<file path="src/rtl/shp_sched_pkg.sv">
// Shared types and constants for the slice header parser scheduler.
package shp_sched_pkg;

   typedef enum logic [2:0] {
      S_IDLE    = 3'd0,
      S_START   = 3'd1,
      S_WAIT    = 3'd2,
      S_RELEASE = 3'd3,
      S_SETTLE  = 3'd4,
      S_FLUSH   = 3'd5
   } sched_state_t;

   // Completion status returned to the channel with ack.
   localparam logic [1:0] ST_OK   = 2'b00;
   localparam logic [1:0] ST_PERR = 2'b01;
   localparam logic [1:0] ST_TMO  = 2'b10;

   // Parsed header field widths.
   localparam int W_SLICE_TYPE = 2;
   localparam int W_REF_IDX    = 3;
   localparam int W_QP_DELTA   = 6;
   localparam int W_BIT_POS    = 12;

endpackage

</file>
<file path="src/rtl/rr_arbiter.sv">
// Combinational round-robin pick: first requesting channel at or after rr_ptr,
// wrapping modulo NUM_CH. The pointer register lives in the caller.
module rr_arbiter #(
   parameter  int NUM_CH = 4,
   localparam int IDX_W  = $clog2(NUM_CH)
) (
   input  logic [NUM_CH-1:0] req,
   input  logic [IDX_W-1:0]  rr_ptr,
   output logic [IDX_W-1:0]  grant_idx,
   output logic              any_req
);

   // Scan channels starting at the pointer; the first hit wins.
   always_comb begin
      int j;
      j         = 0;
      grant_idx = '0;
      any_req   = 1'b0;
      for (int i = 0; i < NUM_CH; i++) begin
         j = int'(rr_ptr) + i;
         if (j >= NUM_CH) j = j - NUM_CH;
         if (!any_req && req[IDX_W'(j)]) begin
            any_req   = 1'b1;
            grant_idx = IDX_W'(j);
         end
      end
   end

endmodule

</file>
<file path="src/rtl/slice_header_sched.sv">
// Sequencer and round-robin arbiter sharing one slice header parser between
// NUM_CH channels. Define SHP_WATCHDOG_EN to add the WAIT watchdog, which
// flushes a parser that never completes and returns timeout status.
// Handshake: req is a level held by the channel until its one-cycle ack pulse;
// done_* and done_status are valid in the ack cycle. Toward the parser,
// hp_start strobes once to start and once to release from DONE/ERROR.
module slice_header_sched
   import shp_sched_pkg::*;
#(
   parameter  int NUM_CH      = 4,
   parameter  int TIMEOUT_CYC = 32,
   localparam int SEL_W       = $clog2(NUM_CH)
) (
   input  logic                    clk,
   input  logic                    reset,
   input  logic [NUM_CH-1:0]       req,
   output logic [NUM_CH-1:0]       ack,
   output logic [1:0]              done_status,
   output logic [W_SLICE_TYPE-1:0] done_slice_type,
   output logic [W_REF_IDX-1:0]    done_ref_l0,
   output logic [W_REF_IDX-1:0]    done_ref_l1,
   output logic [W_QP_DELTA-1:0]   done_qp_delta,
   output logic [W_BIT_POS-1:0]    done_bit_pos,
   output logic [SEL_W-1:0]        hp_sel,
   output logic                    hp_start,
   output logic                    hp_flush,
   input  logic                    hp_valid,
   input  logic                    hp_error,
   input  logic [W_SLICE_TYPE-1:0] hp_slice_type,
   input  logic [W_REF_IDX-1:0]    hp_ref_l0,
   input  logic [W_REF_IDX-1:0]    hp_ref_l1,
   input  logic [W_QP_DELTA-1:0]   hp_qp_delta,
   input  logic [W_BIT_POS-1:0]    hp_bit_pos,
   output sched_state_t            state_o
);

   sched_state_t            state_q, state_d;
   logic [SEL_W-1:0]        sel_q, sel_d;
   logic [SEL_W-1:0]        rr_ptr_q, rr_ptr_d;
   logic [1:0]              status_q, status_d;
   logic [W_SLICE_TYPE-1:0] type_q, type_d;
   logic [W_REF_IDX-1:0]    ref0_q, ref0_d;
   logic [W_REF_IDX-1:0]    ref1_q, ref1_d;
   logic [W_QP_DELTA-1:0]   qp_q, qp_d;
   logic [W_BIT_POS-1:0]    bp_q, bp_d;
   logic [SEL_W-1:0]        grant_idx;
   logic                    any_req;
   logic [NUM_CH-1:0]       sel_onehot;

`ifdef SHP_WATCHDOG_EN
   localparam int WD_W = $clog2(TIMEOUT_CYC + 1);
   logic [WD_W-1:0] wd_cnt_q, wd_cnt_d;
`else
   logic unused_cfg;
   assign unused_cfg = (TIMEOUT_CYC == 0);
`endif

   rr_arbiter #(.NUM_CH(NUM_CH)) u_arb (
      .req       (req),
      .rr_ptr    (rr_ptr_q),
      .grant_idx (grant_idx),
      .any_req   (any_req)
   );

   // Next-state, grant and capture logic.
   always_comb begin
      state_d  = state_q;
      sel_d    = sel_q;
      rr_ptr_d = rr_ptr_q;
      status_d = status_q;
      type_d   = type_q;
      ref0_d   = ref0_q;
      ref1_d   = ref1_q;
      qp_d     = qp_q;
      bp_d     = bp_q;
`ifdef SHP_WATCHDOG_EN
      wd_cnt_d = wd_cnt_q;
`endif
      case (state_q)
         S_IDLE: begin
            if (any_req) begin
               sel_d    = grant_idx;
               rr_ptr_d = (grant_idx == SEL_W'(NUM_CH - 1)) ? '0 : grant_idx + SEL_W'(1);
               state_d  = S_START;
            end
         end
         S_START: begin
`ifdef SHP_WATCHDOG_EN
            wd_cnt_d = '0;
`endif
            state_d = S_WAIT;
         end
         S_WAIT: begin
            // Error beats valid; any completion flag beats the watchdog.
            if (hp_error) begin
               status_d = ST_PERR;
               state_d  = S_RELEASE;
            end else if (hp_valid) begin
               status_d = ST_OK;
               type_d   = hp_slice_type;
               ref0_d   = hp_ref_l0;
               ref1_d   = hp_ref_l1;
               qp_d     = hp_qp_delta;
               bp_d     = hp_bit_pos;
               state_d  = S_RELEASE;
            end
`ifdef SHP_WATCHDOG_EN
            // The counter holds completed WAIT cycles, so this is the
            // TIMEOUT_CYC-th cycle spent waiting.
            else if (wd_cnt_q == WD_W'(TIMEOUT_CYC - 1)) begin
               status_d = ST_TMO;
               state_d  = S_FLUSH;
            end else begin
               wd_cnt_d = wd_cnt_q + WD_W'(1);
            end
`endif
         end
         S_RELEASE: state_d = S_SETTLE;
         S_FLUSH:   state_d = S_SETTLE;
         S_SETTLE:  state_d = S_IDLE;
         default:   state_d = S_IDLE;
      endcase
   end

   // State and captured-field registers; reset aborts any transaction silently.
   always_ff @(posedge clk or posedge reset) begin
      if (reset) begin
         state_q  <= S_IDLE;
         sel_q    <= '0;
         rr_ptr_q <= '0;
         status_q <= ST_OK;
         type_q   <= '0;
         ref0_q   <= '0;
         ref1_q   <= '0;
         qp_q     <= '0;
         bp_q     <= '0;
`ifdef SHP_WATCHDOG_EN
         wd_cnt_q <= '0;
`endif
      end else begin
         state_q  <= state_d;
         sel_q    <= sel_d;
         rr_ptr_q <= rr_ptr_d;
         status_q <= status_d;
         type_q   <= type_d;
         ref0_q   <= ref0_d;
         ref1_q   <= ref1_d;
         qp_q     <= qp_d;
         bp_q     <= bp_d;
`ifdef SHP_WATCHDOG_EN
         wd_cnt_q <= wd_cnt_d;
`endif
      end
   end

   assign sel_onehot      = NUM_CH'(1) << sel_q;
   assign ack             = (state_q == S_RELEASE || state_q == S_FLUSH) ? sel_onehot : '0;
   assign hp_start        = (state_q == S_START) || (state_q == S_RELEASE);
`ifdef SHP_WATCHDOG_EN
   assign hp_flush        = (state_q == S_FLUSH);
`else
   assign hp_flush        = 1'b0;
`endif
   assign hp_sel          = sel_q;
   assign done_status     = status_q;
   assign done_slice_type = type_q;
   assign done_ref_l0     = ref0_q;
   assign done_ref_l1     = ref1_q;
   assign done_qp_delta   = qp_q;
   assign done_bit_pos    = bp_q;
   assign state_o         = state_q;

endmodule
</file>
<file path="config.mk">
export PLATFORM = sky130hd
export DESIGN_NAME = slice_header_sched
export DESIGN_NICKNAME = d
export VERILOG_FILES = /design/src/rtl/shp_sched_pkg.sv /design/src/rtl/rr_arbiter.sv /design/src/rtl/slice_header_sched.sv
export SDC_FILE = /design/constraint.sdc
export NUM_CORES = 1
export LEC_CHECK = 0
export CAP_MARGIN = 5
export CORE_UTILIZATION = 44
export DETAILED_ROUTE_END_ITERATION = 10
export HOLD_SLACK_MARGIN = 0.12
export PLACE_DENSITY = 0.9
export SETUP_SLACK_MARGIN = 0.5
export SLEW_MARGIN = 20
export SYNTH_ARGS = -nofsm -noshare
export SYNTH_HDL_FRONTEND = slang
export SYNTH_HIERARCHICAL = 1
export SYNTH_SLANG_ARGS = --single-unit
</file>
<file path="constraint.sdc">
create_clock -name clk -period 3.6 [get_ports clk]
set_input_delay 0.72 -clock clk [delete_from_list [all_inputs] [get_ports clk]]
set_output_delay 0.72 -clock clk [all_outputs]
set_load 0.05 [all_outputs]
</file>
==> results of run 1 <==
## how the worst max path moves through the flow
stage	startpoint	to	slack (ns)
finish	state_o[1]	ack[3]	0.98
global route	state_o[1]	ack[1]	0.78
CTS	state_o[1]	ack[2]	0.58
detailed placement	state_o[1]	ack[1]	0.97
global placement	state_o[1]	ack[1]	1.03
floorplan	state_o[1]	ack[1]	0.50
## flip-flops by register name (all words and copies together) (netlist names)
| name | count |
|---|---|
| done_bit_pos | 12 |
| hp_sel | 2 |
| done_status | 1 |
| done_slice_type | 2 |
| done_ref_l1 | 3 |
| state_o | 3 |
| done_ref_l0 | 3 |
| rr_ptr_q | 2 |
| done_qp_delta | 6 |
## cells by family (layout without fill, tap and decap cells)
family | after synthesis | count (layout) | share of synthesized area [%]
other | 1 | 2 | 0.2366
buffers and inverters | 12 | 86 | 5.445
multiplexers | 30 | 30 | 26.05
AO/OA/AOI/OAI | 10 | 10 | 4.025
AND/OR/NAND/NOR | 16 | 16 | 8.682
adder cells (fa/ha/maj) | 1 | 1 | 0.7891
flip-flops | 34 | 34 | 53.67
XOR/XNOR | 2 | 2 | 1.105
## final cells by class
cell class	count	area share [%]
repair buffers	71	30.37
well taps	46	2.434
clock inverters	1	0.2116
inverters	7	1.111
clock buffers	7	2.328
multi-input cells	61	27.57
flip-flops and latches	34	35.98
## power groups by stage
stage / Combinational (mW) / Sequential [mW] / Clock [mW]
after floorplan: 0.488 / 1.33 / 0
after global placement: 1.55 / 0.713 / 0
after detailed placement: 1.57 / 0.735 / 0
after CTS: 1.58 / 0.730 / 0.223
after global routing: 1.64 / 0.760 / 0.240
final: 1.57 / 0.729 / 0.214
## worst max-delay path: cells and delay by family, from the launching register on
family | cells | cell delay, ns
flip-flops | 1 | 0.58
XOR/XNOR | 1 | 0.20
buffers and inverters | 2 | 0.51
AND/OR/NAND/NOR | 2 | 0.28
## per-layer routing
layer	wire (um)	GRT usage, %
met4	62	6.667
met5	0	0
met3	332	5.590
met1	1489	22.02
met2	1479	29.18
## synthesized netlist by cell type
master	count	area [um^2]
dfrtp_1	34	850.8
mux2_4	20	300.3
mux2_2	10	112.6
inv_1	6	22.52
a21oi_1	5	25.02
nor2_1	5	18.77
buf_12	2	40.04
buf_4	2	15.01
nor3b_1	2	15.01
o21ai_0	2	10.01
a221o_1	1	10.01
a32o_1	1	10.01
and3_1	1	6.260
buf_2	1	5.000
conb_1	1	3.750
ha_1	1	12.51
inv_2	1	3.750
nand2_1	1	3.750
nand2b_1	1	6.260
nand3_1	1	5.000
nand4bb_4	1	27.53
nor2_8	1	20.02
nor2b_1	1	6.260
nor3_1	1	5.000
nor4b_4	1	23.77
o221ai_1	1	8.760
xnor2_1	1	8.760
xor2_1	1	8.760
## stage by stage
stage               power [mW]  utilization (%)  setup WS, ns  cells
floorplan                1.814                -        0.5012    107
global placement         2.268            67.70         1.031    219
detailed placement       2.304            67.70        0.9729    219
CTS                      2.528            69.47        0.5804    227
global route             2.645            69.77        0.7842    227
finish                   2.512            69.77        0.9825    227
## repair_timing
action | 4_1_cts | 5_1_grt
gates resized for setup | 0 | 4
endpoints found under the setup margin | 0 | 4
hold endpoints to repair | 0 | 0
==> flow_summary.yaml, run 1 <==
sta:
  fin_crit_sh_pct: 72.71
  whs_ns: 0.5138
  worst_pin_slew_ns: 0.5797
  fmax_mhz: 382.0
  worst_clock_skew_ns: 0.007114
  maxSlewViolCount: 0
  hold_viol_final: 0
  fin_tns_setup_ns: 0
  setup_viol: 0
  period_needed_ns: 2.617
  rsz0062_at_grt: "no"
  maxSlewHeadroom_pct: 61.35
setup_path:
  path_class: "register to output port"
  cp_max_fo: 8
  cp-end-kind: "output port"
  crit_arrival_ns: 1.90
  critPathRequiredTime_ns: 2.88
  reg2reg_from: "state_o[0]"
  crit_chain: "xor2_1, nand2_1, inv_1, and3_1, dlymetal6s2s_1"
  ff2ff_setup_slack_ns: 1.79
  crit_path_max_incr_delay_ns: 0.58
  critPathSlowestCell: "dfrtp_1"
  timing.rr.end: "done_bit_pos[9]"
  worst-r2r-cell-count: 3
  start_kind: "register"
finish:
  diodes: 0
  ff_latch_area_um2: 850.8
  multi_input_area_um2: 651.9
  drive_gt1_share_pct: 23.20
  fin_area_um2: 2365
  most-common-layout-cells: "66 x clkdlybuf4s50_1, 34 x dfrtp_1, 20 x mux2_4"
  fin_nets: 215
  fillCellCount: 231
  syn_to_final_growth_pct: 49.17
  final_common_cell: "clkdlybuf4s50_1"
hold_path:
  min_path_cells: 1
  min_to: "done_bit_pos[9]"
  min_from: "done_bit_pos[9]"
  holdCritPathClass: "register to register"
cts:
  insertion_delay_ns: 0.33
  cts_setup_buffers: 0
  numCtsBuffers: 5
  cts_tree: "done"
  cts.clk_slew.worst_paths_ns: 0.09
  h-tree-depth: 2
  cts_root_buf: "clkbuf_4"
  cts_sinks: 34
  cts_buffer_depth: 2
  hold_buffers: 0
power_and_ir_drop:
  intPower_mw: 1.307
  p_comb_share_pct: 62.5
  leakagePower_nw: 1.105
  ir_drop_mv: 0.6997
  p_per_area_nw_per_um2: 1062
  clkPwrFrac_pct: 8.5
  power_switching_mw: 1.205
  p_sw_share_pct: 47.98
  p_seq_share_pct: 29.0
synthesis:
  ys_seq_area_share_pct: 53.67
  ys_types: 28
  synthesis.area_um2: 1585
  netlist_instances: 106
  syn_avg_cell_area_um2: 14.96
  yosysWarnings: 6
  ys_ff_latch: 34
detailed_routing:
  wl_per_cell_um: 14.82
  viasPerCell: 4.952
  drc_errors: 0
  drt-total-wl_um: 3364
  first_pass_iters: 4
  vias: 1124
  ant_nets: 0
  drt_iter0_drc: 47
placement:
  hpwl_um: 2406
  place_area_um2: 2295
  gp_congestion: 0.6680
  io_buffers: 70
die:
  die_w_um: 62.03
  core-area_um2: 3390
  dieArea_um2: 3847
  start_util_pct: 46.77
  pin_count: 73
  core.rowCount: 21
  die_y_um: 62.03
grt:
  antenna_found_initial: 0
  grt_use_total_pct: 17.81
  grt_start_max_net_pins: 35
  grt_pass1_vias: 1042
  grt.overflow.total: 0
  grt_pass1_wl_um: 4774
outcome:
  status: "finished, final reports clean"
run:
  max_cap_viol_count: 0
Power figures use the tool's default switching activity.
==> inputs of run 2 (changes only) <==
- CORE_UTILIZATION: 44 -> 37
- PLACE_DENSITY: 0.9 -> 0.81
- clock period: 3.6 -> 2.3 ns (I/O delays scaled with it)
==> flow_summary.yaml, run 2 (synthesis gave the netlist of run 1 again) <==
hold_path:
  holdCritPathClass: "register to register"
cts:
  cts.clk_slew.worst_paths_ns: 0.06
  numCtsBuffers: 5
  insertion_delay_ns: 0.27
  cts_tree: "done"
  cts_buffer_depth: 2
  cts_root_buf: "clkbuf_8"
  cts_sinks: 34
  hold_buffers: 0
  h-tree-depth: 2
setup_path:
  crit_path_max_incr_delay_ns: 0.44
  critPathRequiredTime_ns: 1.84
  path_class: "register to output port"
  start_kind: "register"
  crit_chain: "xor2_2, nand2_4, nor3b_4, buf_12"
  crit_arrival_ns: 1.46
  critPathSlowestCell: "dfrtp_2"
  cp-end-kind: "output port"
  cp_max_fo: 4
power_and_ir_drop:
  ir_drop_mv: 0.5995
  leakagePower_nw: 1.180
  finalPower_mw: 4.030
  p_per_area_nw_per_um2: 1609
grt:
  grt_use_total_pct: 17.07
  grt_pass1_wl_um: 5630
  grt_pass1_vias: 1143
  antenna_found_initial: 0
  grt_start_max_net_pins: 21
  grt.overflow.total: 0
finish:
  fin_area_um2: 2504
  drive_gt1_share_pct: 36.36
  utilization_pct: 61.70
  syn_to_final_growth_pct: 57.93
  most-common-layout-cells: "31 x dfrtp_1, 31 x clkdlybuf4s50_1, 29 x dlygate4sd2_1"
  fin_nets: 221
  diodes: 0
  largest_reg_flops: 12
  fin_cells: 237
die:
  die_y_um: 67.46
  pin_count: 73
  die_w_um: 67.46
  core.rowCount: 23
  dieArea_um2: 4550
  core-area_um2: 4058
  start_util_pct: 39.07
sta:
  fin_crit_sh_pct: 83.59
  layout_setup_ws_ns: 0.3774
  rsz0062_at_grt: "yes"
  hold_viol_final: 0
  period_needed_ns: 1.923
  maxSlewViolCount: 0
  worst_pin_slew_ns: 0.5215
  maxSlewHeadroom_pct: 65.37
  whs_ns: 0.4877
  fin_tns_setup_ns: 0
  setup_viol: 0
  fmax_mhz: 520.1
  worst_clock_skew_ns: 0.001807
detailed_routing:
  drt-total-wl_um: 3616
  first_pass_iters: 4
  viasPerCell: 4.713
  drt_iter0_drc: 20
  vias: 1117
  wl_per_cell_um: 15.26
  ant_nets: 0
  drc_errors: 0
placement:
  dp_slack_ns: 0.06230
  hpwl_um: 2789
  gp_congestion: 0.8906
  dp_cells: 225
  io_buffers: 70
  place_area_um2: 2412
run:
  max_cap_viol_count: 0
outcome:
  status: "finished, final reports clean"
run 2: cell types whose count changed in the layout (fill, tap and decap cells not counted), sizes merged:
cell and delta:
buf +10, clkdlybuf4s15 +2, clkdlybuf4s50 -35, dlygate4sd2 +29, dlymetal6s2s -3, clkbuf +3
run 2: cell type report:
type	count	area (um^2)
fillers	299	1554
flip-flops and latches	34	854.6
repair buffers	77	759.5
multi-input cells	61	709.4
clock buffers	7	86.33
well taps	50	62.56
inverters	7	26.28
clock inverters	1	5.005
run 2: path summary, 6_finish.rpt:
check,startpoint,slack (ns),to,cells after the start
setup / recovery,state_o[1],0.38,ack[2],4
max in group asynchronous,reset,1.57,state_o[1],3
min in group asynchronous,reset,0.53,done_bit_pos[3],3
setup reg to reg,state_o[2],0.61,done_ref_l0[1],5
hold reg to reg,done_status[0],0.49,done_status[0],1
hold / removal,done_status[0],0.49,done_status[0],1
run 2: worst max-delay path, delay by kind of cell (launching register included):
family,cells,cell delay (ns)
AND/OR/NAND/NOR,2,0.37
XOR/XNOR,1,0.22
flip-flops,1,0.44
buffers and inverters,1,0.16
run 2: power breakdown:
group	total, mW	internal [mW]	switching (mW)
combinational	2.44	0.907	1.54
clock	0.437	0.241	0.196
sequential	1.15	0.903	0.245
run 2: metal layers:
| metal | track usage, % | share of wire [%] | up-vias |
|---|---|---|---|
| met1 | 20.51 | 40 | 554 |
| met4 | 8.511 | 2.5 | 0 |
| met5 | 0 | 0 | - |
| li1 | - | - | 520 |
| met2 | 29.13 | 55 | 33 |
| met3 | 3.041 | 2.9 | 10 |
run 2: repair_timing:
action	CTS	global route
endpoints found under the hold margin	0	0
setup endpoints to repair	39	12
pin swaps	3	3
resized for setup	40	9
setup buffers	4	0
==> inputs of run 3 (changes only) <==
- clock period: 2.3 -> 1.7 ns (I/O delays scaled with it)
==> flow_summary.yaml, run 3 (synthesis gave the netlist of run 1 again) <==
cts:
  cts_root_buf: "clkbuf_8"
  cts_tree: "done"
  h-tree-depth: 2
  cts.clk_slew.worst_paths_ns: 0.07
  cts_sinks: 34
  numCtsBuffers: 5
  insertion_delay_ns: 0.28
  cts_buffer_depth: 2
setup_path:
  cp_max_fo: 4
  crit_arrival_ns: 1.47
  start_kind: "register"
  critPathRequiredTime_ns: 1.36
  reg2reg_from: "state_o[2]"
  crit_path_max_incr_delay_ns: 0.51
  cp-startpoint: "state_o[2]"
  cp-end-kind: "output port"
  crit_chain: "xor2_4, nand2_4, nor3b_4, buf_12"
  path_class: "register to output port"
  critPathSlowestCell: "dfrtp_4"
power_and_ir_drop:
  clkPwrFrac_pct: 9.8
  p_sw_share_pct: 43.53
  p_seq_share_pct: 23.5
  ir_drop_mv: 1.124
  power_switching_mw: 3.047
  p_comb_share_pct: 66.7
  p_per_area_nw_per_um2: 2268
  finalPower_mw: 6.998
  intPower_mw: 3.952
  leakagePower_nw: 1.439
hold_path:
  holdCritPathClass: "primary input to asynchronous set/reset pin"
die:
  core.rowCount: 23
  die_w_um: 67.46
  dieArea_um2: 4550
  pin_count: 73
  core-area_um2: 4058
  die_y_um: 67.46
  start_util_pct: 39.07
placement:
  dp_cells: 233
  io_buffers: 70
  hpwl_um: 2866
  gp_congestion: 0.6902
sta:
  fmax_mhz: 551.4
  period_needed_ns: 1.814
  setup_viol: 31
  hold_viol_final: 0
  worst_clock_skew_ns: 0.005639
  layout_setup_ws_ns: -0.1136
  fin_tns_setup_ns: -2.129
  rsz0062_at_grt: "yes"
  fin_crit_sh_pct: 106.7
  maxSlewViolCount: 0
finish:
  most-common-layout-cells: "34 x buf_6, 30 x mux2_4, 29 x dfrtp_1, 29 x clkdlybuf4s50_1, 24 x buf_4"
  fin_cells: 266
  fillCellCount: 249
  fin_nets: 250
  ff_latch_area_um2: 862.1
  largest_reg_flops: 12
  diodes: 0
  syn_to_final_growth_pct: 94.63
  final_common_cell: "buf_6"
  utilization_pct: 76.04
  multi_input_area_um2: 823.3
  drive_gt1_share_pct: 64.35
outcome:
  failed_checks: "negative setup slack"
  status: "finished, violations left"
grt:
  grt_pass1_vias: 1371
  grt_pass1_wl_um: 6354
  antenna_found_initial: 0
  grt.overflow.total: 0
  grt_start_max_net_pins: 35
  grt_use_total_pct: 19.50
detailed_routing:
  ant_nets: 0
  first_pass_iters: 4
  drc_errors: 0
  drt-total-wl_um: 4413
  wl_per_cell_um: 16.59
  vias: 1253
  drt_iter0_drc: 19
  viasPerCell: 4.711
run:
  max_cap_viol_count: 0
run 3: power by group through the flow:
stage,Clock [mW],Sequential (mW),Combinational (mW)
after floorplan,0,2.87,1.23
after global placement,0,1.59,3.69
after detailed placement,0,1.62,3.77
after CTS,0.697,1.63,4.25
after global routing,0.742,1.69,4.86
final,0.684,1.65,4.67
run 3: metal layers:
| metal | track usage, % | up-vias | share of wire (%) |
|---|---|---|---|
| met3 | 6.419 | 10 | 4.1 |
| met5 | 0 | - | 0 |
| li1 | - | 579 | - |
| met1 | 19.55 | 624 | 36 |
| met4 | 5.585 | 0 | 1.9 |
| met2 | 37.63 | 40 | 58 |
run 3: metrics by stage:
step | instance area [um^2] | hold WS, ns | worst slack (ns)
6_report | 3085 | 0.4694 | -0.1136
5_1_grt | 3085 | 0.5088 | -0.1692
4_1_cts | 2890 | 0.4782 | -0.1280
3_5_place_dp | 2519 | 0.5026 | -0.3399
3_3_place_gp | 2519 | 0.4944 | -0.2515
2_1_floorplan | 1694 | 0.4816 | -0.1456
run 3: cell type report:
cell class / count / area share (%)
clock buffers: 8 / 3.569
inverters: 7 / 0.8516
multi-input cells: 61 / 26.68
flip-flops and latches: 34 / 27.94
well taps: 50 / 2.028
repair buffers: 106 / 38.93
run 3: timing repair:
item,CTS,global route
endpoints found under the setup margin,58,67
gates cloned,1,1
resized for setup,41,18
pin swaps,11,7
hold buffers,0,0
setup buffers,11,12
endpoints found under the hold margin,0,0
run 3: final timing paths:
| path | to | slack (ns) | depth (start not counted) |
|---|---|---|---|
| max | ack[1] | -0.11 | 4 |
| max reg2reg | done_bit_pos[2] | -0.09 | 6 |
| max in group asynchronous | state_o[0] | 0.89 | 3 |
| min in group clk | done_bit_pos[1] | 0.53 | 1 |
| min reg2reg | done_bit_pos[1] | 0.53 | 1 |
| min | done_qp_delta[5] | 0.47 | 3 |
run 3: critical path: cells and delay by family (launching register included):
family	cells	cell delay (ns)
DFF	1	0.51
and+or+nand+nor	2	0.35
xor gates and xnor gates	1	0.17
buffers and inverters	1	0.16
==> RTL edit (config.mk and constraints of run 2) <==
The package constant `W_BIT_POS` goes from 12 to 6.
--- a/src/rtl/shp_sched_pkg.sv
+++ b/src/rtl/shp_sched_pkg.sv
@@ -19,7 +19,7 @@
    localparam int W_SLICE_TYPE = 2;
    localparam int W_REF_IDX    = 3;
    localparam int W_QP_DELTA   = 6;
-   localparam int W_BIT_POS    = 12;
+   localparam int W_BIT_POS    = 6;
 
 endpackage
 
Interface: changed (resized done_bit_pos and hp_bit_pos); port bits go from 73 to 61. The function was not compared with the original's and may differ.
==> RTL edit against run 2 <==
- wire length fell by 22%
- final area fell by 16%
- worst setup slack worse by 0.063 ns
- global-route usage is 1.1 points lower
- first-iteration DRC count decreased by 35%
- total power down 17%
- synthesized area down 14%
- non-clock buffer count shrank 14
- sequential cell count fell by 6
- clock power shrank 27%
- critical endpoint is now ack[3]
==> RTL edit: results (changes against run 2) <==
Ys Warns 6 (unchanged); min-delay worst type input port to async pin; Pre-antenna DRT Iters 4 (unchanged); first-pass GRT wire length 4930 µm (-13%); vias in the first global route 1007 (-12%); Max stage delay on crit path 0.45 ns; clk buf depth 2 (unchanged); Synth area leaders dfrtp_1 (52%), mux2_4 (22%), mux2_2 (3.3%); H-tree depth 1 (-1); met2 Use GR 28.3% (-0.86 points); Synth Area in Compound Gates 4.70% (+0.67 points); Synth Area in Adders 0.921% (+0.13 points); Antenna Diode Count 0 (unchanged); Vias 955 (-15%); Slowest cell on crit path dfrtp_2; Yosys cell types 28 (unchanged); status complete, no violations; Post-Place Setup Slack 0.0338 ns (-0.0285 ns); Leakage 0.965 nW (-18%); critical path peak fanout 4 (unchanged); Port Buffer Count 58 (-17%); mux contribution to synthesized area 25.4% (-0.63 points); met1 GRT Util 19.4% (-1.1 points); Root Driver clkbuf_4; asr flop ratio synth 100% (unchanged); largest net degree at the start of global routing 29 (+38%); routability cong. 0.752 (-16%); Skew-Pair Late Insertion Delay 0.33 ns (+0.06 ns); Most used DFF post-synth dfrtp_1; Total Routing Usage GR 16.0% (-1.1 points); initial antenna violation count 0 (unchanged); Fill cells 287 (-4.0%); layout cell share with drive strength beyond 1 36.9% (+0.58 points); Top delay family on crit path flip-flops; Seq/Total Area, Yosys 51.6% (-2.1 points); worst vdd ir 1030 µV (+72%); Final ANT Viol Nets 0 (unchanged); Clock Skew 0.00676 ns (+0.00495 ns); total wire length 2830 µm (-22%); Initial DRC Count 13 (-35%); clock slew at reported path FFs 0.15 ns (+0.09 ns); R2R cell count 5 (unchanged); HPWL after DPL 2140 µm (-23%); nets@finish 187 (-15%); Slew @ Worst Pin 0.510 ns (-0.0115 ns); met3 usage 2.92% (-0.12 points); CTS Buf Count 3 (-2); Synth Area in XOR/XNOR 1.29% (+0.18 points); top cells by count, synth dfrtp_1 (28), mux2_4 (20), inv_1 (6)
[RTL edit: cell types whose count changed in the layout (fill, tap and decap cells not counted), moves of 2 or more]
cell,before,now
clkdlybuf4s50_1,31,26
clkbuf_2,3,1
dfrtp_2,3,5
clkbuf_8,6,0
mux2_2,10,4
buf_4,6,4
dfrtp_1,31,23
dlygate4sd2_1,29,23
clkbuf_4,0,3
[RTL edit: area by class of cell]
class                      count  area [µm²]  share of cell area [%]
timing repair buffer          63         636                    30.3
multi-input combinational     55         621                    29.6
inverter                       7        26.3                    1.25
clock inverter                 1        30.0                    1.43
tap                           46        57.6                    2.74
clock buffer                   3        22.5                    1.07
sequential                    28         707                    33.7
[RTL edit: worst reg2reg max path, stage by stage (launching register included)]
cell and delay, ns:
dfrtp_2 0.46, buf_4 0.17, nand4bb_4 0.21, nor2_4 0.20
buf_12 0.21, mux2_4 0.32
[RTL edit: power breakdown]
part,internal [mW],switching [mW]
registers,0.745,0.212
logic,0.799,1.28
clock network,0.176,0.141
total,1.72,1.63
[RTL edit: kinds of logic (layout without fill, tap and decap cells)]
group	count (synthesis)	count (layout)
flops	28	28
simple gates	16	16
xor+xnor	2	2
compound gates	10	10
fa+ha+maj	1	1
buf+inv	12	74
mux	24	24
other cells	1	2
[RTL edit: what timing repair did]
| action | in CTS | in global routing |
|---|---|---|
| endpoints found under the setup margin | 33 | 8 |
| pin swaps | 3 | 0 |
| setup buffers | 3 | 0 |
| hold endpoints to repair | 0 | 0 |
| hold buffers | 0 | 0 |
| resized for setup | 38 | 6 |
[RTL edit: through the flow]
stage	cells	cell area [µm²]	power (mW)	hold WS (ns)
2_1_floorplan	95	1410	2.49	0.525
3_3_place_gp	196	2050	3.12	0.491
3_5_place_dp	196	2050	3.17	0.498
4_1_cts	203	2110	3.38	0.495
5_1_grt	203	2100	3.52	0.519
6_report	203	2100	3.35	0.489
[RTL edit: metal layers]
layer | part of all wire, % | wire, µm
met1 | 43 | 1220
met2 | 51 | 1450
met3 | 4.3 | 122
met4 | 1.3 | 37
met5 | 0 | 0
[RTL edit: final timing paths]
path | startpoint | to | slack, ns
hold reg to reg | done_bit_pos[3] | done_bit_pos[3] | 0.53
min in group clk | done_bit_pos[3] | done_bit_pos[3] | 0.53
max in group asynchronous | reset | hp_sel[1] | 1.54
setup reg to reg | state_o[2] | done_ref_l0[0] | 0.63
hold / removal | reset | done_qp_delta[0] | 0.49
setup / recovery | state_o[1] | ack[3] | 0.31
